**config.mk**
```make
export PLATFORM = sky130hd
export DESIGN_NAME = instr_sequencer
export DESIGN_NICKNAME = d
export VERILOG_FILES = /design/src/rtl/instr_pkg.sv /design/src/rtl/prog_ram.sv /design/src/rtl/instr_sequencer.sv
export SDC_FILE = /design/constraint.sdc
export NUM_CORES = 1
export LEC_CHECK = 0
export ABC_AREA = 0
export CAP_MARGIN = 20
export CORE_UTILIZATION = 54
export CTS_CLUSTER_DIAMETER = 30
export DETAILED_ROUTE_END_ITERATION = 16
export PLACE_DENSITY_LB_ADDON = 0.08
export SETUP_SLACK_MARGIN = 0.05
export SLEW_MARGIN = 20
export SYNTH_ARGS = -nofsm -noshare
export SYNTH_HDL_FRONTEND = slang
export SYNTH_SLANG_ARGS = --single-unit
```
**constraint.sdc**
```tcl
create_clock -name clk -period 3.4 [get_ports clk]
set_input_delay 0.34 -clock clk [delete_from_list [all_inputs] [get_ports clk]]
set_output_delay 0.34 -clock clk [all_outputs]
set_load 0.01 [all_outputs]
```
**src/rtl/instr_pkg.sv**
```systemverilog
// Shared instruction-set definitions for the sequencer and the processor
// control unit: opcodes, the NOP word, per-opcode cycle counts and the
// sequencer state encoding.
package instr_pkg;

  localparam logic [3:0]  OP_LOAD  = 4'b0000;
  localparam logic [3:0]  OP_MOV   = 4'b0001;
  localparam logic [3:0]  OP_ADD   = 4'b0101;
  localparam logic [3:0]  OP_XOR   = 4'b0111;
  localparam logic [3:0]  OP_NOP   = 4'b1111;

  localparam logic [15:0] NOP_WORD = 16'hF000;

  typedef enum logic [1:0] {
    ST_IDLE  = 2'd0,
    ST_ISSUE = 2'd1,
    ST_DONE  = 2'd2
  } seq_state_e;

  // Number of clocks the control unit spends on one word of this opcode.
  // Each LOAD word is a single-cycle word; the pair is handled by the sequencer.
  function automatic logic [1:0] cycles_for(input logic [3:0] opcode);
    case (opcode)
      OP_ADD, OP_XOR:         return 2'd3;
      OP_LOAD, OP_MOV, OP_NOP: return 2'd1;
      default:                return 2'd1;
    endcase
  endfunction

endpackage

```
**src/rtl/prog_ram.sv**
```systemverilog
// Program RAM: 2**ADDR_W x 16, synchronous write, combinational read.
// Contents are deliberately not reset.
module prog_ram #(
  parameter int ADDR_W = 4
) (
  input  logic              clk,
  input  logic              we_i,
  input  logic [ADDR_W-1:0] waddr_i,
  input  logic [15:0]       wdata_i,
  input  logic [ADDR_W-1:0] raddr_i,
  output logic [15:0]       rdata_o
);

  logic [15:0] mem_q [2**ADDR_W];

  // Write port: store the word on the strobe edge.
  always_ff @(posedge clk) begin
    if (we_i) begin
      mem_q[waddr_i] <= wdata_i;
    end
  end

  assign rdata_o = mem_q[raddr_i];

endmodule

```
**src/rtl/instr_sequencer.sv**
```systemverilog
// Instruction sequencer: steps a PC through the program RAM and holds each
// word on instr for as many clocks as the control unit needs for its opcode.
// Optional build macro INSTR_SEQ_PERF_EN adds instr_count / cycle_count.
module instr_sequencer #(
  parameter int          ADDR_W   = 4,
  parameter logic [15:0] NOP_WORD = instr_pkg::NOP_WORD
) (
  input  logic              clk,
  input  logic              rst_n,
  input  logic              prog_we,
  input  logic [ADDR_W-1:0] prog_addr,
  input  logic [15:0]       prog_wdata,
  input  logic [ADDR_W:0]   prog_len,
  input  logic              start,
  input  logic              halt_req,
  output logic [15:0]       instr,
  output logic [1:0]        step,
  output logic [ADDR_W:0]   pc,
  output logic              running,
  output logic              done
`ifdef INSTR_SEQ_PERF_EN
  ,
  output logic [15:0]       instr_count,
  output logic [15:0]       cycle_count
`endif
);

  import instr_pkg::*;

  localparam logic [ADDR_W:0] DEPTH_L = (ADDR_W+1)'(2**ADDR_W);

  seq_state_e        state_q;
  logic [ADDR_W:0]   len_q;
  logic              halt_seen_q;
  logic              tail_q;      // current word is the high half of a LOAD
  logic [15:0]       instr_q;
  logic [1:0]        step_q;
  logic [ADDR_W:0]   pc_q;
  logic              running_q;
  logic              done_q;

  logic [15:0]       rd_data;
  logic [ADDR_W-1:0] rd_addr;
  logic [1:0]        need_cycles;
  logic              word_last;
  logic              is_load_head;
  logic [ADDR_W:0]   pc_next;
  logic              at_end;
  logic              halt_now;
  logic [ADDR_W:0]   start_len;
  logic              ram_we;

  // A LOAD tail is always one cycle; its bits are data, not an opcode.
  assign need_cycles  = tail_q ? 2'd1 : cycles_for(instr_q[15:12]);
  assign word_last    = (step_q + 2'd1) >= need_cycles;
  assign is_load_head = !tail_q && (instr_q[15:12] == OP_LOAD);
  assign pc_next      = pc_q + (ADDR_W+1)'(1'b1);
  assign at_end       = (pc_next == len_q);
  assign halt_now     = halt_seen_q || halt_req;
  assign start_len    = (prog_len > DEPTH_L) ? DEPTH_L : prog_len;
  assign rd_addr      = (state_q == ST_ISSUE) ? pc_next[ADDR_W-1:0] : {ADDR_W{1'b0}};
  assign ram_we       = prog_we && (state_q != ST_ISSUE);

  prog_ram #(.ADDR_W(ADDR_W)) u_ram (
    .clk     (clk),
    .we_i    (ram_we),
    .waddr_i (prog_addr),
    .wdata_i (prog_wdata),
    .raddr_i (rd_addr),
    .rdata_o (rd_data)
  );

  // Sequencer FSM with registered outputs.
  always_ff @(posedge clk or negedge rst_n) begin
    if (!rst_n) begin
      state_q     <= ST_IDLE;
      len_q       <= {(ADDR_W+1){1'b0}};
      halt_seen_q <= 1'b0;
      tail_q      <= 1'b0;
      instr_q     <= NOP_WORD;
      step_q      <= 2'd0;
      pc_q        <= {(ADDR_W+1){1'b0}};
      running_q   <= 1'b0;
      done_q      <= 1'b0;
    end else begin
      case (state_q)
        ST_IDLE, ST_DONE: begin
          if (start) begin
            len_q       <= start_len;
            halt_seen_q <= halt_req;
            tail_q      <= 1'b0;
            step_q      <= 2'd0;
            pc_q        <= {(ADDR_W+1){1'b0}};
            if (start_len == {(ADDR_W+1){1'b0}}) begin
              state_q   <= ST_DONE;
              instr_q   <= NOP_WORD;
              running_q <= 1'b0;
              done_q    <= 1'b1;
            end else begin
              state_q   <= ST_ISSUE;
              instr_q   <= rd_data;
              running_q <= 1'b1;
              done_q    <= 1'b0;
            end
          end
        end
        ST_ISSUE: begin
          halt_seen_q <= halt_seen_q || halt_req;
          if (!word_last) begin
            step_q <= step_q + 2'd1;
          end else if (is_load_head) begin
            // The high word must follow; halt cannot split the pair.
            step_q <= 2'd0;
            tail_q <= 1'b1;
            if (at_end) begin
              instr_q <= NOP_WORD;   // pad the truncated LOAD, pc holds
            end else begin
              pc_q    <= pc_next;
              instr_q <= rd_data;
            end
          end else if (halt_now || at_end) begin
            state_q   <= ST_DONE;
            instr_q   <= NOP_WORD;
            step_q    <= 2'd0;
            tail_q    <= 1'b0;
            running_q <= 1'b0;
            done_q    <= 1'b1;
          end else begin
            pc_q    <= pc_next;
            instr_q <= rd_data;
            step_q  <= 2'd0;
            tail_q  <= 1'b0;
          end
        end
        default: begin
          state_q   <= ST_IDLE;
          instr_q   <= NOP_WORD;
          running_q <= 1'b0;
          done_q    <= 1'b0;
        end
      endcase
    end
  end

  assign instr   = instr_q;
  assign step    = step_q;
  assign pc      = pc_q;
  assign running = running_q;
  assign done    = done_q;

`ifdef INSTR_SEQ_PERF_EN
  logic [15:0] instr_cnt_q;
  logic [15:0] cycle_cnt_q;

  // Saturating performance counters, cleared by reset and by an accepted start.
  always_ff @(posedge clk or negedge rst_n) begin
    if (!rst_n) begin
      instr_cnt_q <= 16'h0000;
      cycle_cnt_q <= 16'h0000;
    end else if (state_q != ST_ISSUE && start) begin
      instr_cnt_q <= 16'h0000;
      cycle_cnt_q <= 16'h0000;
    end else if (state_q == ST_ISSUE) begin
      if (cycle_cnt_q != 16'hFFFF) begin
        cycle_cnt_q <= cycle_cnt_q + 16'h0001;
      end
      // A LOAD pair counts once, when its tail completes.
      if (word_last && !is_load_head && instr_cnt_q != 16'hFFFF) begin
        instr_cnt_q <= instr_cnt_q + 16'h0001;
      end
    end
  end

  assign instr_count = instr_cnt_q;
  assign cycle_count = cycle_cnt_q;
`endif

endmodule
```
After elaboration in Yosys (flattened, before gate mapping)
Memories as Yosys holds them, arrays and structs flattened.
Index checks and enable logic that the tools add are counted.
{"block": "word_totals", "ff_bits": 34, "latch_bits": 0, "ramBits": 256, "rom_bits": 0, "in_bits": 30, "output_inout_bits": 25, "word_cells": 89, "n_memories": 1}
{"name": "u_ram.mem_q", "words": 16, "width": 16, "rd": 1, "rd_ports_with_merged_regs": 0, "write_ports": 1, "line_no": "prog_ram.sv:14", "source": "logic [15:0] mem_q [2**ADDR_W];"}
{"block": "classes", "n_addsub": 2, "multipliers": 0, "div_mod_pow": 0, "n_lt_le_gt_ge": 2, "n_eq_ne": 12, "shifts": 0, "mux": 46, "n_bitwise": 0, "reduce_logical": 17}
{"cell": "16-bit 2-to-1 mux", "n": 6}
{"cell": "16-bit case mux with 2 select lines", "n": 1}
{"cell": "5-bit 2-to-1 mux", "n": 6}
{"cell": "2-bit 2-to-1 mux", "n": 9}
{"cell": "1-bit 2-to-1 mux", "n": 16}
{"cell": "5-bit case mux with 2 select lines", "n": 1}
{"cell": "4-bit by 3-bit equality test with 1-bit output (second input constant)", "n": 2}
{"cell": "1-bit case mux with 2 select lines", "n": 4}
{"cell": "2-bit case mux with 2 select lines", "n": 2}
{"cell": "2-bit inequality test (second input constant)", "n": 3}
{"cell": "3-bit inequality test (second input constant)", "n": 2}
{"cell": "2-bit AND reduction", "n": 3}
{"cell": "5-bit by 1-bit adder with 5-bit output (second input constant)", "n": 1}
{"cell": "5-bit equality test", "n": 1}
{"cell": "5-bit > comparator (second input constant)", "n": 1}
{"cell": "5-bit zero test", "n": 1}
{"cell": "5-bit AND reduction", "n": 1}
{"cell": "4-bit zero test", "n": 1}
{"cell": "4-bit 2-to-1 mux", "n": 1}
{"cell": "2-bit by 1-bit inequality test with 1-bit output (second input constant)", "n": 2}
{"cell": "4-bit AND reduction", "n": 1}
{"cell": "2-bit OR reduction", "n": 2}
{"cell": "3-bit AND reduction", "n": 1}
{"cell": "2-bit by 1-bit adder with 2-bit output (second input constant)", "n": 1}
{"cell": "8 further kinds", "n": 10}

Depth between registers and ports, before layout
Gate-level depths: netlist (run 1).
{"block": "depth", "word_depth": 7, "ltp_mapped": 9, "depth_no_buf": 6}

Cells and area by module
A second synthesis (run 1) with hierarchy kept.
{"block": "unflattened", "hier_cells": 567, "area_unflattened_um2": 11322.1}
{"mod": "prog_ram", "instances": 1, "cells_per_inst": 416, "area_per_inst_um2": 9721.8, "seq_area_each_um2": 7687.4}
{"mod": "instr_sequencer", "instances": 1, "cells_per_inst": 151, "area_per_inst_um2": 1600.3, "seq_area_each_um2": 830.8}

Least setup slack after synthesis (run 1)
Ideal clock, no wire load.
{"block": "synth_timing", "kind": "register to register", "start": "register state_q[1]", "end": "memory u_ram.mem_q[0][0] (enable)", "setup_ps": 409, "t_arrival_ps": 2839, "t_required_ps": 2991, "path_slack_ps": 151, "stages_incl_launch_ff": 7, "path_buffers": 3, "synth_period_minus_slack_ps": 3249, "cell_sequence": "dfrtp_1 > buf_2 > nor2b_1 > buf_2 > buf_1 > or4b_2 > nor3_1"}
{"block": "synth_via", "elab_chain_cells": 4}
{"item": "from (decl)", "line_no": "instr_sequencer.sv:32", "source": "seq_state_e state_q;"}
{"item": "from (signal assigned)", "line_no": "instr_sequencer.sv:76", "source": "state_q <= ST_IDLE;"}
{"item": "from (signal assigned)", "line_no": "instr_sequencer.sv:95", "source": "state_q <= ST_DONE;"}
{"item": "from (signal assigned)", "line_no": "instr_sequencer.sv:100", "source": "state_q <= ST_ISSUE;"}
{"item": "2-bit by 1-bit inequality test with 1-bit output", "line_no": "instr_sequencer.sv:62", "source": "assign ram_we = prog_we && (state_q != ST_ISSUE);"}
{"item": "1-bit logical AND", "line_no": "instr_sequencer.sv:62"}
{"item": "1-bit 2-to-1 mux", "line_no": "prog_ram.sv:18", "source": "if (we_i) begin"}
{"item": "1-bit 2-to-1 mux (implied by the code)", "line_no": "prog_ram.sv:19", "source": "mem_q[waddr_i] <= wdata_i;"}
{"item": "to (decl)", "line_no": "prog_ram.sv:14"}
No other way between the ends.

Worst setup path in the final report (run 1)
{"block": "layout_timing", "start": "register pc_q[0] (netlist: pc[0])", "end": "register instr_q[11] (netlist: instr[11])"}
{"block": "layout_via", "elab_chain_cells": 7, "word_cells_on_any_way": 12, "classes_between": "add/sub (1); eq/ne (1); mux (8); reduce/logical (1); memory (1)"}
{"item": "from (decl)", "line_no": "instr_sequencer.sv:38", "source": "logic [ADDR_W:0] pc_q;"}
{"item": "from (signal assigned)", "line_no": "instr_sequencer.sv:82", "source": "pc_q <= {(ADDR_W+1){1'b0}};"}
{"item": "from (signal assigned)", "line_no": "instr_sequencer.sv:93", "source": "pc_q <= {(ADDR_W+1){1'b0}};"}
{"item": "from (signal assigned)", "line_no": "instr_sequencer.sv:118", "source": "pc_q <= pc_next;"}
{"item": "5-bit by 1-bit adder with 5-bit output *", "line_no": "instr_sequencer.sv:57", "source": "assign pc_next = pc_q + (ADDR_W+1)'(1'b1);"}
{"item": "4-bit 2-to-1 mux / 5-bit equality test (equally long branches)", "line_no": "instr_sequencer.sv:61, instr_sequencer.sv:58"}
{"item": "memory 16 x 16 bit / 1-bit logical OR (equally long branches)"}
{"item": "16-bit 2-to-1 mux (on tied branches)", "line_no": "instr_sequencer.sv:121, instr_sequencer.sv:115"}
{"item": "16-bit 2-to-1 mux", "line_no": "instr_sequencer.sv:111", "source": "end else if (is_load_head) begin"}
{"item": "16-bit 2-to-1 mux", "line_no": "instr_sequencer.sv:109", "source": "if (!word_last) begin"}
{"item": "16-bit case mux with 2 select lines *", "line_no": "instr_sequencer.sv:86", "source": "case (state_q)"}
{"item": "to (signal assigned)", "line_no": "instr_sequencer.sv:101", "source": "instr_q <= rd_data;"}
{"item": "to (signal assigned)", "line_no": "instr_sequencer.sv:119", "source": "instr_q <= rd_data;"}
{"item": "to (signal assigned)", "line_no": "instr_sequencer.sv:130", "source": "instr_q <= rd_data;"}
{"item": "to (decl)", "line_no": "instr_sequencer.sv:36", "source": "logic [15:0] instr_q;"}
Every way passes the cells marked *; elsewhere a longest branch is shown, timed or not. The select of a mux whose other input is x is not followed.
A chain may end at the register's enable or synchronous reset.

==> results of run 1 <==
==> synth_stat cells (3+ instances only) <==
| cell | n | share of area |
|---|---|---|
| edfxtp_1 | 256 | 0.66 |
| nand2_1 | 109 | 0.035 |
| a221oi_1 | 44 | 0.033 |
| a21oi_1 | 40 | 0.017 |
| nor2_1 | 31 | 0.0099 |
| dfrtp_1 | 29 | 0.062 |
| mux2i_1 | 23 | 0.020 |
| clkbuf_1 | 22 | 0.0071 |
| buf_2 | 21 | 0.0090 |
| nand3_1 | 17 | 0.0073 |
| mux4_2 | 16 | 0.031 |
| nand2b_1 | 14 | 0.0075 |
| nor4_1 | 13 | 0.0069 |
| nor3b_1 | 12 | 0.0077 |
| o31ai_1 | 12 | 0.0077 |
| o21ai_0 | 11 | 0.0047 |
| inv_1 | 9 | 0.0029 |
| a32oi_1 | 8 | 0.0060 |
| nor2b_1 | 8 | 0.0043 |
| nor3_1 | 5 | 0.0021 |
| a22oi_1 | 4 | 0.0026 |
| a2bb2oi_1 | 4 | 0.0030 |
| buf_1 | 4 | 0.0013 |
| dfstp_2 | 4 | 0.0090 |
| nor4b_1 | 4 | 0.0030 |
| o21bai_1 | 4 | 0.0026 |
| o221ai_1 | 4 | 0.0030 |
| xnor2_1 | 4 | 0.0030 |
| mux2_2 | 3 | 0.0029 |
| o22a_1 | 3 | 0.0022 |
| xor2_1 | 3 | 0.0022 |
==> placed cells by master, fill, tap and decap left out, types with 5 or more instances in the layout <==
cell type and n:
edfxtp_1 256, nand2_1 109, clkbuf_16 57, clkdlybuf4s50_1 53, a221oi_1 44, a21oi_1 40
buf_4 36, dfrtp_1 28, nor2_1 23, mux2i_1 23, nand3_1 17, mux4_2 16
nand2b_1 14, inv_6 14, nor4_1 13, nor3b_1 12, o31ai_1 12, o21ai_0 11
inv_1 9, nor2_2 8, a32oi_1 8, bufinv_16 8, clkinv_2 8, nor2b_1 7
buf_12 6, nor3_2 5, clkinv_4 5, clkbuf_1 5
==> cell type report <==
cell class | instances | area, sq um
Sequential cell | 289 | 8519
Fill cell | 1382 | 6366
Multi-Input combinational cell | 422 | 2995
Clock buffer | 62 | 1445
Timing Repair Buffer | 97 | 935.9
Clock inverter | 44 | 510.5
Tap cell | 275 | 344.1
Inverter | 10 | 37.54
==> state kept, by name, summed over array words and instances, names as in the netlist <==
signal       flops
halt_seen_q      1
instr           16
len_q            5
pc               5
running          1
state_q          2
step             2
tail_q           1
u_ram.mem_q    256
==> logic make-up (layout without fill, tap and decap cells) <==
kind of cell | Yosys count | in the layout | share of synthesized area
compound gates | 146 | 146 | 0.09465
xor+xnor | 9 | 9 | 0.009294
fa+ha+maj | 1 | 1 | 0.001068
buf+inv | 59 | 213 | 0.02243
flops | 289 | 289 | 0.7273
mux | 42 | 42 | 0.05331
simple gates | 224 | 224 | 0.09198
==> per-layer routing <==
metal	global-route usage	wire (um)
met5	0	0
met4	0.1046	835
met3	0.04648	2682
met1	0.3855	12010
met2	0.4584	14650
==> how the worst min path moves through the flow <==
stage,cells after the start,slack (ns),to
after floorplan,0,0.04,halt_seen_q
after global placement,2,0.47,instr[1]
after detailed placement,2,0.49,len_q[4]
after CTS,3,0.38,len_q[1]
after global routing,3,0.43,len_q[3]
final,3,0.39,len_q[1]
==> worst register-to-register path: stages, from the launching register on <==
cell	delay, ns
dfrtp_2	0.51
buf_4	0.60
nand3_1	0.26
xor3_1	0.32
a32oi_4	0.16
a31oi_4	0.64
o31ai_1	0.22
==> power by group through the flow <==
stage | Sequential, mW | Clock, mW | Combinational [mW]
after floorplan | 4.33 | 0 | 1.70
after global placement | 4.36 | 0 | 2.63
after detailed placement | 4.36 | 0 | 2.67
after CTS | 4.31 | 5.69 | 2.70
after global routing | 4.33 | 5.86 | 2.90
final | 4.31 | 5.65 | 2.70
==> results.md, run 1 <==
- In this run the static leakage power is 5.136 nW.
- The final cell count without fillers is 1,199.
- The post-place setup slack is 0.5739 ns.
- The final count of hold timing violations is 0.
- Of all flip-flops after synthesis, the portion carrying an async set or reset was 0.1142.
- The total I/O pin count is 55.
- Of the total power, the share spent switching nets is 0.2969.
- The share of total power dissipated in sequential elements is 0.340.
- At the worst endpoint, the arrival time is 3.26 ns.
- Cell internal power was estimated by the tool at 8.896 mW.
- The total buffers and inverters traversed by the critical path is 1.
- The transition time at the pin with the least slew margin is 0.9208 ns.
- The detail-routed net length per standard cell is 25.16 um.
- The HPWL after detailed placement is 17,600 um.
- The buffer depth of the longest clock path is 3.
- The summed negative setup slack over all endpoints is 0 ns.
- Setup violations remaining at the end of the flow were counted as 0.
- The maximum ir drop on the vdd rail is 0.5751 mV.
- Subtracting the final worst setup slack from the clock period gives 2.865 ns.
- The cell family contributing the most delay on the critical path is compound AO/OA/AOI/OAI gates.
- Global routing finished with a remaining overflow of 0.
- Measured along the x axis, the die boundary spans 149.3 um.
- The number of antenna violations at the first check in global routing was 0.
- The number of warnings issued by yosys is 0.
- The maximum level of the CTS H-tree is 2.
- The first-pass GRT wire length is 45,370 um.
- The synthesized netlist occupies a cell area of 11,710 sq um.
- The detailed router placed 7,453 vias in this run.
- Counting every instance in the synthesized netlist gives 770.
- Along the worst path, the maximum fanout reaches 44.
- The floorplan step set the die height to 149.3 um.
- The post-synthesis net count is 801.
- In this run, placement finished with an instance count of 1,092.
- The startpoint of the most critical setup path is pc[0].
- In this run the critical register-to-register path is captured at instr[11].
- The fraction of layout cells with a size suffix above 1 is 0.2056.
- Across the run, the number of max-cap violations was 0.
- The final weighted congestion of routability-driven global placement is 0.8519.
- The count of buffers inserted at the top-level ports is 54.
- The via count of the first global-routing pass is 7,604.
- The startpoint type of the worst setup path is a register.
- The critical hold path startpoint is prog_len[1].
- In this design, the stage delay of the slowest critical-path cell is 0.64 ns.
- Walking the worst path, the cells encountered are buf_4 > nand3_1 > xor3_1 > a32oi_4 > a31oi_4 > o31ai_1.
- The average via count per standard cell is 6.216.
- The synthesis-to-layout area growth is 26.26%.
- Clock-pin slew was measured on the worst setup and hold paths at 0.05 ns.
- The number of cells on the worst reg-to-reg path is 6.
- The TritonCTS clock tree is yes.
- Synthesis inferred 289 register bits.
- The most used flip-flop cell after synthesis is edfxtp_1.
- The cell area reported after detailed placement is 12,820 sq um.
- The worst min-delay path category is input port to register.
- The number of instances resized during post-cts repair is 0.
- A synthesized cell averages 15.21 sq um.
- Post-CTS timing repair inserted 0 buffers for setup.
- Of the synthesized area, sequential elements account for 0.7273.
- The power density relative to cell area is 855.5 nW/um^2.
- The largest net degree at the start of global routing is 66.
- The overall power is 12.65 mW.
- The floorplan step defined a die boundary enclosing 22,280 sq um.
- The start-to-end type of the worst setup path is register to register.
- Setup repair after global routing left no endpoint under its margin.
- The final clock skew is 0.01800 ns.
- The number of hold buffers added after CTS was 1.
- Synthesis instantiated 54 different standard cells from the library.
- The post-detailed-routing wire length is 30,170 um.
- The clock latency on the worst-skew pair is 0.56 ns.
- The number of clock sinks is 289.
- The max-slew headroom at the worst pin is 0.3861.
- For this run, the share of the core covered by cells in the final layout is 0.6991.
- Across every metal layer, demand over resource in global routing totals 0.2822.
- The count of pins over their slew limit is 0.
- The analysis attributes to net switching a power of 3.756 mW.
- The smallest setup slack after layout is 0.5348 ns.
- The combinational fraction of design power is 0.213.
- The cell at the root of the clock tree is clkbuf_16.
- The core area is 21,150 sq um.
- In this run the number of cells on the critical path is 6.
- The pre-antenna-repair detailed-routing pass consisted of 5 iterations.
- The count of standard-cell rows is 53.
- For this configuration, the core starts out at a cell density of 0.5537.
- The number of enable flip-flop cells after synthesis is 256.
- The worst register-to-register path has a setup slack of 0.53 ns.
- The type of element capturing the critical path is a register.
- TritonCTS created 57 clock buffers.
- For this run, the top clock speed supported by timing is 0.3490 GHz.
- Among all stages on the critical path, the largest delay is contributed by a31oi_4.
- The final critical-path share of the clock period is 0.8427.
- The required arrival time at the worst endpoint is 3.80 ns.
- The net count of the finished layout is 908.
- For this run, design rule violations remaining after detail routing come to 0.
- The post-route standard cell area excluding fillers is 14,790 sq um.
- The antenna diode count is 0.
- The initial DRC count is 580.
- The startpoint of the most critical register-to-register path is pc[0].
- Of the total power, the clock network draws 0.446.
- The run finished with clean final reports.
- Following the worst setup path forward leads to its endpoint at instr[11].
- The minimum hold slack is 0.3941 ns.
- The post-route antenna net violation count is 0.
(Power assumes the default switching activity.)
==> run 2: changes to the inputs <==
- CORE_UTILIZATION: 54 -> 60
- clock period: 3.4 -> 3 ns (I/O delays scaled with it)
==> results.md, run 2 (synthesis gave the netlist of run 1 again) <==
- The clock latency on the worst-skew pair is 0.55 ns (was 0.56 ns).
- The capture instance of the worst register-to-register path is instr[11] (unchanged).
- The maximum ir drop on the vdd rail is 0.5597 mV (was 0.5751 mV).
- The startpoint of the most critical register-to-register path is pc[0] (unchanged).
- The static leakage was 5.048 nW (was 5.136 nW).
- The initial core utilization was 0.6199 (was 0.5537).
- The required arrival time at the worst endpoint came to 3.41 ns (was 3.80 ns).
- The net count of the finished layout is 913 (was 908).
- The final count of hold timing violations is 0 (unchanged).
- The post-route antenna net violation count is 0 (unchanged).
- The total I/O pin count was 55 (unchanged).
- Status: finished clean (unchanged).
- The average via count per standard cell is 6.360 (was 6.216).
- The count of standard-cell rows was 50 (was 53).
- The TritonCTS clock tree was yes (unchanged).
- The via count of the first global-routing pass is 7,849 (was 7,604).
- The startpoint type of the worst setup path was a register (unchanged).
- The final weighted congestion of routability-driven global placement is 0.8368 (was 0.8519).
- The number of clock sinks is 289 (unchanged).
- The cell at the root of the clock tree is clkbuf_16 (unchanged).
- The post-route DRC violation count was 0 (unchanged).
- The final clock skew is 0.01694 ns (was 0.01800 ns).
- The highest clock frequency the design can meet is 0.3591 GHz (was 0.3490 GHz).
- The transition time at the pin with the least slew margin is 0.9168 ns (was 0.9208 ns).
- The reported max-cap violation count came to 0 (unchanged).
- The global-route total usage across every layer is 0.3058 (was 0.2822).
- The maximum fanout along the worst path is 12 (was 44).
- The clock-pin slew reported for the worst setup and hold paths after clock tree synthesis is 0.05 ns (about the same).
- The overall power came to 13.63 mW (was 12.65 mW).
- The combined area of the multi-input logic cells is 2978 sq um (was 2995 sq um).
- The CTS buffer count was 50 (was 57).
- The number of instances resized during post-cts repair came to 0 (unchanged).
- The max-slew headroom at the worst pin is 0.3888 (was 0.3861).
- The number of vias after detailed routing is 7,517 (was 7,453).
- The worst min-delay path category is input port to register (unchanged).
- The power density relative to cell area is 938.0 nW/um^2 (was 855.5 nW/um^2).
- The fraction of layout cells with a size suffix above 1 came to 0.1909 (was 0.2056).
- The half-perimeter wire length after detailed placement came to 18,250 um (was 17,600 um).
- The detail-routed net length per standard cell is 24.81 um (was 25.16 um).
- The post-detailed-routing wire length is 29,320 um (was 30,170 um).
- Commonest non-fill, non-tap cells in the layout: 256 x edfxtp_1, 109 x nand2_1, 54 x buf_4, 53 x clkdlybuf4s50_1, 51 x clkbuf_16 (was 256 x edfxtp_1, 109 x nand2_1, 57 x clkbuf_16, 53 x clkdlybuf4s50_1, 44 x a221oi_1).
- The count of pins over their slew limit is 0 (unchanged).
- The startpoint of the most critical setup path is pc[0] (unchanged).
- The most common cell after layout, fill and taps aside is edfxtp_1 (unchanged).
- The type of element capturing the critical path was a register (unchanged).
- The register ranked first by flip-flop count is u_ram.mem_q (unchanged).
- The endpoint of the worst setup timing path is instr[11] (unchanged).
- The buffer depth of the longest clock path was 3 (unchanged).
- The slack of the worst reg-to-reg path is 0.21 ns (was 0.53 ns).
- The largest net degree at the start of global routing is 66 (unchanged).
- RSZ-0062 raised after global routing: false (unchanged).
- The maximum level of the CTS H-tree came to 2 (unchanged).
- The final critical-path share of the clock period is 0.9284 (was 0.8427).
- The initial DRC count is 788 (was 580).
- The number of flip-flops in the largest register came to 256 (unchanged).
- The time the final worst path needs with I/O delays and setup is 2.785 ns (was 2.865 ns).
- The setup-violating endpoint count in the final report came to 0 (unchanged).
- The area of all sequential standard cells is 8519 sq um (unchanged).
- The number of cells on the worst reg-to-reg path is 6 (unchanged).
- The number of antenna violations at the first check in global routing is 0 (unchanged).
- The count of buffers inserted at the top-level ports came to 54 (unchanged).
- The first-pass GRT wire length is 44,680 um (was 45,370 um).
- The number of filler cells placed in the layout was 1,132 (was 1,382).
- The core area is 18,890 sq um (was 21,150 sq um).
- The number of search-and-repair iterations in the first detailed-routing pass is 5 (unchanged).
- The x dimension of the die is 141.7 um (was 149.3 um).
- The synthesis-to-layout area growth is 24.05% (was 26.26%).
- The worst path arrival time is 3.20 ns (was 3.26 ns).
- The antenna diode count is 0 (unchanged).
- The start-to-end type of the worst setup path is register to register (unchanged).
- The minimum hold slack was 0.3775 ns (was 0.3941 ns).
- The summed negative setup slack over all endpoints is 0 ns (unchanged).
- The die area was 20,080 sq um (was 22,280 sq um).
- The share of the core filled with cells in the final layout came to 0.7690 (was 0.6991).
- The die span in y came to 141.7 um (was 149.3 um).
- The final global-route overflow total is 0 (unchanged).
-- run 2: cell count changes in the layout (fill, tap and decap cells not counted), moves of 4 or more --
cell	change
buf_12	-6
buf_4	+18
clkbuf_1	+4
clkbuf_16	-6
inv_6	-14
nor2_1	+7
nor2_2	-7
-- run 2: per-stage QoR --
step           cell area (sq um)  std cells  setup WS (ns)
2_1_floorplan              11720        770         0.1748
3_3_place_gp               12800       1089         0.4027
3_5_place_dp               12800       1089         0.2828
4_1_cts                    14530       1182         0.2702
5_1_grt                    14530       1182         0.1712
6_report                   14530       1182         0.2149
-- run 2: worst max-delay path, cell delays in order (launching register included) --
cell,delay [ns]
dfrtp_2,0.52
ha_1,0.56
and3b_1,0.58
buf_4,0.30
a21oi_1,0.07
a221oi_1,0.49
o31ai_1,0.14
-- run 2: how the worst min path moves through the flow --
stage / startpoint / to / slack, ns / cells after the start
after floorplan: rst_n / halt_seen_q / 0.004 / 0
after global placement: rst_n / step[0] / 0.46 / 1
after detailed placement: rst_n / step[1] / 0.46 / 1
after CTS: prog_len[2] / len_q[2] / 0.36 / 3
after global routing: prog_len[1] / len_q[1] / 0.40 / 3
final: prog_len[2] / len_q[2] / 0.38 / 3
-- run 2: layout make-up --
type / count / area share
tap: 260 / 0.02239
inverter: 10 / 0.002584
clock buffer: 62 / 0.09206
timing repair buffer: 109 / 0.06545
multi-input combinational: 422 / 0.2050
clock inverter: 30 / 0.02618
sequential: 289 / 0.5864
-- run 2: metal layers --
layer	GRT usage	vias to the layer above	wire length, um
met3	0.05366	85	2166
met1	0.4098	3743	11720
met4	0.1466	0	1123
li1	-	3257	-
met2	0.4921	432	14320
met5	0	-	0
-- run 2: timing repair --
action                                 4_1_cts  5_1_grt
setup buffers                                0        0
hold buffers                                 1        0
endpoints found under the hold margin       29        0
-- run 2: power by group --
group,internal [mW],switching (mW)
registers,4.65,0.225
logic,1.24,1.86
clock network,3.77,1.88
==> run 3: changes to the inputs <==
- CORE_UTILIZATION: 60 -> 65
- SKIP_CTS_REPAIR_TIMING: not set -> 1
- clock period: 3 -> 3.47 ns (I/O delays scaled with it)
==> results.md, run 3 (synthesis gave the netlist of run 1 again) <==
- The startpoint of the most critical register-to-register path is pc[0] (unchanged).
- The clock latency on the worst-skew pair came to 0.54 ns (was 0.55 ns).
- The fraction of power consumed by the clock network is 0.400 (was 0.415).
- The die span in y is 136.2 um (was 141.7 um).
- The type of element capturing the critical path is a register (unchanged).
- The CTS buffer count is 47 (was 50).
- The TritonCTS clock tree is yes (unchanged).
- The static leakage is 4.899 nW (was 5.048 nW).
- The post-route antenna net violation count is 0 (unchanged).
- The number of cells on the worst reg-to-reg path was 6 (unchanged).
- The maximum ir drop on the vdd rail is 0.5986 mV (was 0.5597 mV).
- The combined area of the multi-input logic cells is 2978 sq um (unchanged).
- The average via count per standard cell is 6.804 (was 6.360).
- The number of clock sinks was 289 (unchanged).
- The startpoint of the most critical setup path is pc[0] (unchanged).
- The most common cell after layout, fill and taps aside is edfxtp_1 (unchanged).
- The core area is 17,420 sq um (was 18,890 sq um).
- Commonest non-fill, non-tap cells in the layout: 256 x edfxtp_1, 109 x nand2_1, 53 x clkdlybuf4s50_1, 49 x clkbuf_16, 44 x a221oi_1 (was 256 x edfxtp_1, 109 x nand2_1, 54 x buf_4, 53 x clkdlybuf4s50_1, 51 x clkbuf_16).
- The synthesis-to-layout area growth came to 21.44% (was 24.05%).
- The post-route DRC violation count is 0 (unchanged).
- RSZ-0062 raised after global routing: false (unchanged).
- The capture instance of the worst register-to-register path was instr[10] (was instr[11]).
- The power density relative to cell area is 809.7 nW/um^2 (was 938.0 nW/um^2).
- The post-detailed-routing wire length is 29,900 um (was 29,320 um).
- The summed negative setup slack over all endpoints is 0 ns (unchanged).
- The count of buffers inserted at the top-level ports was 54 (unchanged).
- The maximum level of the CTS H-tree was 2 (unchanged).
- The number of flip-flops in the largest register came to 256 (unchanged).
- The transition time at the pin with the least slew margin is 0.9388 ns (was 0.9168 ns).
- The internal power is 7.996 mW (was 9.664 mW).
- The cell at the root of the clock tree is clkbuf_16 (unchanged).
- The switching power as a share of total power came to 0.3058 (was 0.2909).
- The count of pins over their slew limit is 0 (unchanged).
- The share of the core filled with cells in the final layout is 0.8167 (was 0.7690).
- The post-place setup slack is 0.6396 ns (was 0.2828 ns).
- The number of search-and-repair iterations in the first detailed-routing pass is 7 (was 5).
- The largest net degree at the start of global routing came to 66 (unchanged).
- The startpoint type of the worst setup path is a register (unchanged).
- Status: finished clean (unchanged).
- The max-slew headroom at the worst pin is 0.3707 (was 0.3888).
- The register ranked first by flip-flop count is u_ram.mem_q (unchanged).
- The combinational fraction of design power is 0.232 (was 0.227).
- The worst path arrival time is 3.42 ns (was 3.20 ns).
- The highest clock frequency the design can meet was 0.3293 GHz (was 0.3591 GHz).
- The required arrival time at the worst endpoint is 3.86 ns (was 3.41 ns).
- The final critical-path share of the clock period is 0.8753 (was 0.9284).
- The slack of the worst reg-to-reg path is 0.43 ns (was 0.21 ns).
- The number of filler cells placed in the layout was 880 (was 1,132).
- The via count of the first global-routing pass is 7,610 (was 7,849).
- The count of standard-cell rows is 48 (was 50).
- The power dissipated by switching net loads was 3.521 mW (was 3.964 mW).
- The maximum fanout along the worst path came to 65 (was 12).
- The final global-route overflow total is 0 (unchanged).
- The first-pass GRT wire length came to 44,770 um (was 44,680 um).
- The global-route total usage across every layer came to 0.3374 (was 0.3058).
- The net count of the finished layout was 890 (was 913).
- The start-to-end type of the worst setup path is register to register (unchanged).
- The endpoint of the worst setup timing path is instr[10] (was instr[11]).
- The half-perimeter wire length after detailed placement is 17,740 um (was 18,250 um).
- The number of antenna violations at the first check in global routing was 1 (was 0).
- The initial core utilization is 0.6725 (was 0.6199).
- The fraction of power consumed by sequential logic is 0.368 (was 0.358).
- The clock-pin slew reported for the worst setup and hold paths after clock tree synthesis is 0.05 ns (about the same).
- The reported max-cap violation count is 0 (unchanged).
- The smallest setup slack after layout is 0.4329 ns (was 0.2149 ns).
- The worst min-delay path category is input port to register (unchanged).
- The area of all sequential standard cells came to 8519 sq um (unchanged).
- The setup-violating endpoint count in the final report is 0 (unchanged).
- The final clock skew is 0.01869 ns (was 0.01694 ns).
- The die area is 18,560 sq um (was 20,080 sq um).
- The final count of hold timing violations is 0 (unchanged).
- The fraction of layout cells with a size suffix above 1 came to 0.1765 (was 0.1909).
- The buffer depth of the longest clock path came to 3 (unchanged).
- The number of vias after detailed routing is 7,627 (was 7,517).
- The initial DRC count came to 833 (was 788).
- The final weighted congestion of routability-driven global placement is 0.9151 (was 0.8368).
- The x dimension of the die was 136.2 um (was 141.7 um).
- The time the final worst path needs with I/O delays and setup was 3.037 ns (was 2.785 ns).
- The total I/O pin count is 55 (unchanged).
- The detail-routed net length per standard cell is 26.67 um (was 24.81 um).
run 3: changes by cell type in the layout (fill, tap and decap cells not counted), moves of 2 or more:
cell / change
clkbuf_8: -2
clkinv_4: +2
bufinv_16: -3
clkinv_2: -2
clkbuf_1: -7
inv_6: +11
clkbuf_16: -2
clkinv_8: -2
clkinv_1: -2
buf_4: -21
run 3: metal layers:
| metal | track usage | vias up | wire length (um) |
|---|---|---|---|
| met5 | 0 | - | 0 |
| met3 | 0.07532 | 114 | 2757 |
| met4 | 0.1549 | 0 | 1178 |
| li1 | - | 3206 | - |
| met1 | 0.4273 | 3793 | 11030 |
| met2 | 0.5584 | 514 | 14930 |
run 3: power groups by stage:
stage | sequential, mW | combinational (mW) | clock (mW)
floorplan | 4.24 | 1.66 | 0
global placement | 4.28 | 2.51 | 0
detailed placement | 4.29 | 2.57 | 0
CTS | 4.23 | 2.63 | 4.63
global route | 4.25 | 2.82 | 4.80
finish | 4.24 | 2.67 | 4.61
run 3: layout make-up:
| type | instances | area share |
|---|---|---|
| clock inverters | 34 | 0.02516 |
| clock buffers | 51 | 0.08673 |
| repair buffers | 89 | 0.05718 |
| well taps | 225 | 0.01979 |
| flip-flops and latches | 289 | 0.5990 |
| diodes | 1 | 0.0001759 |
| multi-input cells | 422 | 0.2094 |
| inverters | 10 | 0.002639 |
run 3: how the worst min path moves through the flow:
stage                     cells after the start        start          end  slack (ns)
final                                         3  prog_len[2]     len_q[2]        0.44
after global routing                          3  prog_len[1]     len_q[1]        0.45
after CTS                                     1        rst_n     len_q[4]       -0.06
after detailed placement                      2     instr[0]     instr[0]        0.47
after global placement                        1        rst_n  halt_seen_q        0.48
after floorplan                               0        rst_n  halt_seen_q        0.05
run 3: per-stage QoR:
stage	power [mW]	area, sq um	instances	hold slack, ns
floorplan	5.899	11710	770	0.05141
global placement	6.793	12620	1034	0.4835
detailed placement	6.859	12620	1034	0.4708
CTS	11.49	14210	1119	-0.05981
global route	11.87	14220	1120	0.4525
finish	11.52	14220	1121	0.4437
run 3: critical path, cell delays in order, from the launching register on:
cell and delay (ns):
dfrtp_2 0.52, buf_4 0.28, or3b_4 0.73, a221oi_1 0.39, nor3b_1 0.11, nor4_1 0.66
o31ai_1 0.13
